[src/rtl/clk_div_gen.sv]
// Game-speed clock divider: square wave plus rise tick, power-of-two rates, run/pause/single-step.
// Optional tick counter output enabled by defining CLK_DIV_GEN_TICK_CNT_EN.
module clk_div_gen #(
    parameter int CNT_W     = 32,
    parameter int BASE_HALF = 12500,
    parameter int RATE_W    = 2
) (
    input  logic              clk,
    input  logic              rst_n,
    input  logic              en,
    input  logic              step,
    input  logic [RATE_W-1:0] rate_sel,
`ifdef CLK_DIV_GEN_TICK_CNT_EN
    output logic [15:0]       tick_cnt,
`endif
    output logic              clk_game,
    output logic              tick,
    output logic [RATE_W-1:0] rate_cur,
    output logic              running
);

    localparam int MAX_SH  = (1 << RATE_W) - 1;
    localparam int SH_ROOM = (CNT_W > MAX_SH) ? (CNT_W - MAX_SH) : 0;
    localparam logic [CNT_W-1:0] BASE_W = CNT_W'(BASE_HALF);

    // The slowest half-period must still fit the counter.
    generate
        if (BASE_HALF < 1 || SH_ROOM == 0 || (longint'(BASE_HALF) >> SH_ROOM) != 0) begin : g_bad_cfg
            $error("clk_div_gen: BASE_HALF out of range for CNT_W/RATE_W");
        end
    endgenerate

    typedef enum logic [1:0] {PAUSED, RUNNING, STEPPING} state_t;

    state_t            state_q, state_d;
    logic [CNT_W-1:0]  cnt_q, cnt_d;
    logic              clk_game_q, clk_game_d;
    logic              tick_q, tick_d;
    logic [RATE_W-1:0] rate_cur_q, rate_cur_d;
    logic              running_q, running_d;
    logic              step_s_q, step_s_d;
    logic [CNT_W-1:0]  lim;
    logic              active;
    logic              boundary;

    always_comb begin
        state_d    = state_q;
        cnt_d      = cnt_q;
        clk_game_d = clk_game_q;
        tick_d     = 1'b0;
        rate_cur_d = rate_cur_q;
        step_s_d   = step_s_q;

        lim      = BASE_W << rate_cur_q;
        // A RUNNING cycle that sees en low already holds the counter.
        active   = (state_q == RUNNING && en) || (state_q == STEPPING);
        boundary = active && (cnt_q == lim - CNT_W'(1));

        if (boundary) begin
            cnt_d      = '0;
            clk_game_d = ~clk_game_q;
            tick_d     = ~clk_game_q;
            rate_cur_d = rate_sel;
        end else if (active) begin
            cnt_d = cnt_q + CNT_W'(1);
        end

        case (state_q)
            PAUSED: begin
                if (en) begin
                    state_d = RUNNING;
                end else if (step) begin
                    state_d  = STEPPING;
                    step_s_d = clk_game_q;
                end
            end
            RUNNING: begin
                if (!en) state_d = PAUSED;
            end
            STEPPING: begin
                // Second toggle brings the level back to where the step began.
                if (en) state_d = RUNNING;
                else if (boundary && (~clk_game_q == step_s_q)) state_d = PAUSED;
            end
            default: state_d = PAUSED;
        endcase

        running_d = (state_d != PAUSED);
    end

    always_ff @(posedge clk or negedge rst_n) begin
        if (!rst_n) begin
            state_q    <= PAUSED;
            cnt_q      <= '0;
            clk_game_q <= 1'b0;
            tick_q     <= 1'b0;
            rate_cur_q <= '0;
            running_q  <= 1'b0;
            step_s_q   <= 1'b0;
        end else begin
            state_q    <= state_d;
            cnt_q      <= cnt_d;
            clk_game_q <= clk_game_d;
            tick_q     <= tick_d;
            rate_cur_q <= rate_cur_d;
            running_q  <= running_d;
            step_s_q   <= step_s_d;
        end
    end

    assign clk_game = clk_game_q;
    assign tick     = tick_q;
    assign rate_cur = rate_cur_q;
    assign running  = running_q;

`ifdef CLK_DIV_GEN_TICK_CNT_EN
    logic [15:0] tick_cnt_q, tick_cnt_d;

    always_comb begin
        tick_cnt_d = tick_cnt_q + {15'd0, tick_q};
    end

    always_ff @(posedge clk or negedge rst_n) begin
        if (!rst_n) tick_cnt_q <= '0;
        else        tick_cnt_q <= tick_cnt_d;
    end

    assign tick_cnt = tick_cnt_q;
`endif

endmodule

[config.mk]
export PLATFORM = sky130hd
export DESIGN_NAME = clk_div_gen
export DESIGN_NICKNAME = d
export VERILOG_FILES = /design/src/rtl/clk_div_gen.sv
export SDC_FILE = /design/constraint.sdc
export NUM_CORES = 1
export LEC_CHECK = 0
export CAP_MARGIN = 20
export CELL_PAD_IN_SITES_DETAIL_PLACEMENT = 1
export CELL_PAD_IN_SITES_GLOBAL_PLACEMENT = 1
export CORE_ASPECT_RATIO = 0.9
export CORE_UTILIZATION = 45
export DETAILED_ROUTE_END_ITERATION = 7
export PLACE_DENSITY = 0.81
export SKIP_CTS_REPAIR_TIMING = 1
export SLEW_MARGIN = 15
export SYNTH_ARGS = -nofsm -noshare
export SYNTH_HDL_FRONTEND = slang
export SYNTH_SLANG_ARGS = --single-unit
[constraint.sdc]
create_clock -name clk -period 4.1 [get_ports clk]
set_input_delay 0.615 -clock clk [delete_from_list [all_inputs] [get_ports clk]]
set_output_delay 0.615 -clock clk [all_outputs]
set_load 0.02 [all_outputs]
* After elaboration in Yosys (flattened, before gate mapping)
Index checks and enable logic that the tools add are counted.
W data, S select, Z words.
** Operators by class
- $add $sub $neg :: 2
- Equal/unequal tests :: 4
- Shift-type cells :: 1
- Multiplexer cells :: 9
- Bitwise logic cells :: 2
- Reductions and logical operators :: 8
** Operator list (number)
- $mux W32 :: 2
- $add A32 B1 Y32 const B :: 1
- $eq A32 B32 Y1 :: 1
- $shl A14 B2 Y32 const A :: 1
- $sub A32 B1 Y32 const B :: 1
- $mux W2 :: 5
- $pmux W2 S3 :: 1
- $reduce_bool A2 Y1 :: 2
- $logic_and A1 B1 Y1 :: 3
- $reduce_and A3 Y1 :: 1
- $eq A2 B1 Y1 const B :: 1
- $eq A2 B2 Y1 const B :: 1
- $logic_not A2 Y1 :: 1
- $not A1 Y1 :: 2
- $eq A1 B1 Y1 :: 1
- $logic_or A1 B1 Y1 :: 1
- $mux W1 :: 1
** Storage, ports and cells
- Bits in registers :: 40
- Input port bits :: 6
- Output and inout port bits :: 5
- Logic and storage cells :: 33

* Depth between registers and ports, before layout
- Depth after elaboration :: 9
- Gate-level depth with buffers :: 12
- Mapped depth without buffers :: 9

* Worst setup path before layout
Ideal clock, no wire load.
- Path kind :: reg-to-reg
- Start :: reg rate_cur_q[1] (netlist: rate_cur[1])
- End :: reg rate_cur_q[0] (netlist: rate_cur[0])
- Setup time :: 125 ps
- Data arrival time :: 2794 ps
- Data required time :: 3975 ps
- Slack :: 1181 ps
- Stages on the path, launching flop included :: 12
- Path buffers :: 2
- Clock period less this slack :: 2919 ps
- Cells stage by stage :: dfrtp_1 clkbuf_1 inv_1 ha_1 inv_1 ha_1 nor2b_1 or4_4 a2111oi_2 and4_1 buf_6 mux2_4
** On the way
- Longest elaborated chain between the ends :: 4
** RTL lines
- start: declaration :: RTL line 39 : logic [RATE_W-1:0] rate_cur_q, rate_cur_d;
- start signal: assignment :: RTL line 105 : rate_cur_q <= rate_cur_d;
- $shl A14 B2 Y32 :: RTL line 54 : lim = BASE_W << rate_cur_q;
- $sub A32 B1 Y32 :: RTL line 57 : boundary = active && (cnt_q == lim - CNT_W'(1));
- $eq A32 B32 Y1 :: RTL line 57
- $logic_and A1 B1 Y1 :: RTL line 57
Every way passes these cells.
A chain may end at the register's enable or synchronous reset.

* Worst setup path after layout
- Start :: reg rate_cur_q[1] (netlist: rate_cur[1])
- End :: reg cnt_q[6]
** On the way
- Longest elaborated chain between the ends :: 5
- Elaborated cells between the ends (all ways) :: 6
- Classes of those cells :: 1 x add/sub; 1 x eq/ne; 1 x shift; 1 x mux; 2 x reduce/logical
** RTL lines
- $shl A14 B2 Y32 (*) :: RTL line 54
- $sub A32 B1 Y32 (*) :: RTL line 57
- $eq A32 B32 Y1 (*) :: RTL line 57
- $logic_and A1 B1 Y1 (*) :: RTL line 57
- $mux W32 / $reduce_bool A2 Y1 (equally long branches)
- end signal: assignment :: RTL line 102 : cnt_q <= cnt_d;
- end: declaration :: RTL line 36 : logic [CNT_W-1:0] cnt_q, cnt_d;
Mark *: on every way between the ends. The rest lies on a longest branch, timed or not.

==> out/metrics.yaml <==
placement:
  dp_hpwl_mm: 3.63
  portBuffers: 10
  dpl_cell_area_mm2: 0.00256
  place_congestion: 0.792
logic_synthesis:
  synthFlopType: "dfrtp_1"
  synth_area_per_cell_um2: 10.5
  synthTopCellsByCount: "dfrtp_1, xnor2_1, nand2_1, nor2_1, nand3_1"
  netlist_area_mm2: 0.00242
  synth.distinct_cells: 43
  ys_seq_area_share_pct: 41.4
  ys_ff_latch: 40
  synth.top_cell.area_share_pct: 41.4
  synth-edff-count: 0
  syn_nets: 246
  synthTopCellsByArea: "dfrtp_1, xnor2_1, ha_1, nor2_4, xor2_1"
  yosysWarnings: 0
  syn-instance-count: 231
  yosysTopAreaCell: "dfrtp_1"
  ys_async_sr_fraction_pct: 100
  yosysMostFrequentCell: "dfrtp_1"
global_routing:
  grt_pass1_vias: 1763
  antenna_found_initial: 0
  grt_use_total_pct: 20.1
  overflow: 0
  grt_max_degree: 41
  grt_pass1_wl_mm: 8.69
floorplan:
  die_h_um: 71.5
  dieArea_mm2: 0.00567
  initial_core_util_pct: 48.2
  coreArea_mm2: 0.00501
  rows: 24
  die_x_um: 79.2
  ios: 11
route:
  dr.pass1.iters: 3
  drt-total-wl_mm: 4.92
  drc: 0
  vias: 1682
  drt_iter0_drc: 50
  final_antenna_net_count: 0
  wl_per_cell_um: 15.8
  vias_per_cell: 5.41
sta:
  rsz0062_at_grt: "no"
  max_freq_mhz: 302
  tightest_slew_ps: 884
  post-route-min-period_ps: 3310
  setup_viol: 0
  skew_ps: 6.66
  final_hold_viol_count: 0
  finalCritPeriodShare_pct: 80.7
  slew_headroom_pct: 41.1
  finalMaxSlewViolations: 0
  setup_tns_ps: 0
setup_path:
  crit_fanout: 12
  critPathRequiredTime_ps: 4280
  r2r-start: "rate_cur[1]"
  r2r_setup_slack_ps: 790
  critPathKind: "register to register"
  crit_buf_inv: 3
  regToRegEndpoint: "cnt_q[6]"
  max_stage_delay_ps: 690
  cp.arrival_ps: 3490
  reg2reg_depth: 10
  cp_top_family: "simple AND/OR/NAND/NOR gates"
  start_kind: "register"
  crit_path_top_delay_cell: "and4_1"
  path_cells: "inv_1 > ha_1 > inv_1 > ha_1 > nor2b_1 > or4_4 > a2111oi_2 > and4_1 > buf_4 > nor2_4"
  end_kind: "register"
pwr:
  power_mw: 0.921
  power-per-cell-area_mw_per_mm2: 345
  cellLeakagePower_nw: 1.11
  ir_drop_mv: 0.230
layout:
  area_delta_synth_final_pct: 10.6
  design_area_mm2: 0.00267
  layout-drive-gt1-share_pct: 13.4
  num_antenna_cells: 0
  finalNetCount: 260
clock_network:
  clkTransAtPathRegs_ps: 80
  numCtsBuffers: 5
  clkSinkCount: 40
  root_buffer: "clkbuf_8"
  clk_latency_ps: 290
  cts_tree: "built"
  cts_buffer_depth: 2
  htreeDepth: 2
hold_path:
  hp-class: "input pin to async pin"
job:
  maxCapViolations: 0
status:
  status: "completed"
==> flip-flops by register name, indices dropped and copies added (netlist names) <==
register	flops
tick	1
running	1
clk_game	1
state_q	2
rate_cur	2
step_s_q	1
cnt_q	32
==> final cells by class <==
type,count,area [um2]
sequential,40,1000
tap,65,81.3
clock inverter,2,35.0
inverter,10,37.5
timing repair buffer,12,110
multi-input combinational,176,1330
fill,560,2340
clock buffer,6,72.6
==> worst reg2reg max path, cell delays in order, from the launching register on <==
cell	delay (ps)
dfrtp_1	500
inv_1	180
ha_1	270
inv_1	70
ha_1	180
nor2b_1	140
or4_4	440
a2111oi_2	350
and4_1	690
buf_4	320
nor2_4	50
==> per-layer routing <==
metal	vias up	global-route usage, %	wire, um	part of all wire, %
met1	818	28.3	2550	52
li1	842	-	-	-
met5	-	0	0	0
met4	0	5.05	63	1.3
met2	16	30.8	2190	45
met3	6	5.35	115	2.3
==> report_power, final <==
| group | internal (mW) | switching [mW] |
|---|---|---|
| combinational | 0.0568 | 0.0745 |
| clock | 0.181 | 0.137 |
| sequential | 0.424 | 0.0473 |
==> kinds of logic (layout without fill, tap and decap cells) <==
group	Yosys count	in the layout	share of synthesized area (%)
muxes	2	2	1.24
adders and majority gates	9	9	4.66
AOI/OAI and AO/OA	20	20	6.89
buffers and inverters	15	30	3.37
xor gates and xnor gates	42	42	15.2
and+or+nand+nor	103	103	27.2
DFF	40	40	41.4
==> worst max path at each step <==
stage	from	endpoint	cells past startpoint
detailed placement	rate_cur[1]	cnt_q[6]	10
CTS	rate_cur[1]	cnt_q[6]	10
finish	rate_cur[1]	cnt_q[6]	10
global route	rate_cur[1]	cnt_q[5]	10
global placement	rate_cur[1]	cnt_q[5]	10
floorplan	rate_cur[1]	rate_cur[0]	11
==> cells in the final DEF, fill, tap and decap left out, types with 5 or more instances in the layout <==
| cell | Yosys | routed |
|---|---|---|
| nand3_1 | 11 | 11 |
| nor2_4 | 10 | 10 |
| xor2_1 | 9 | 9 |
| clkdlybuf4s50_1 | 0 | 9 |
| clkbuf_8 | 0 | 5 |
| nor2_1 | 13 | 13 |
| nor4_1 | 10 | 10 |
| nor3_1 | 7 | 7 |
| and3_1 | 5 | 5 |
| nand2_1 | 16 | 16 |
| dfrtp_1 | 40 | 40 |
| inv_1 | 10 | 10 |
| nand4_1 | 8 | 8 |
| xnor2_1 | 33 | 33 |
| ha_1 | 9 | 9 |
==> metrics by stage <==
stage	setup WS, ps	hold WS (ps)	cells	utilization, %
2_1_floorplan	1180	319	231	-
3_3_place_gp	887	469	303	51.1
3_5_place_dp	780	464	303	51.1
4_1_cts	754	474	311	53.3
5_1_grt	602	492	311	53.3
6_report	791	429	311	53.3
(Power assumes the default switching activity.)
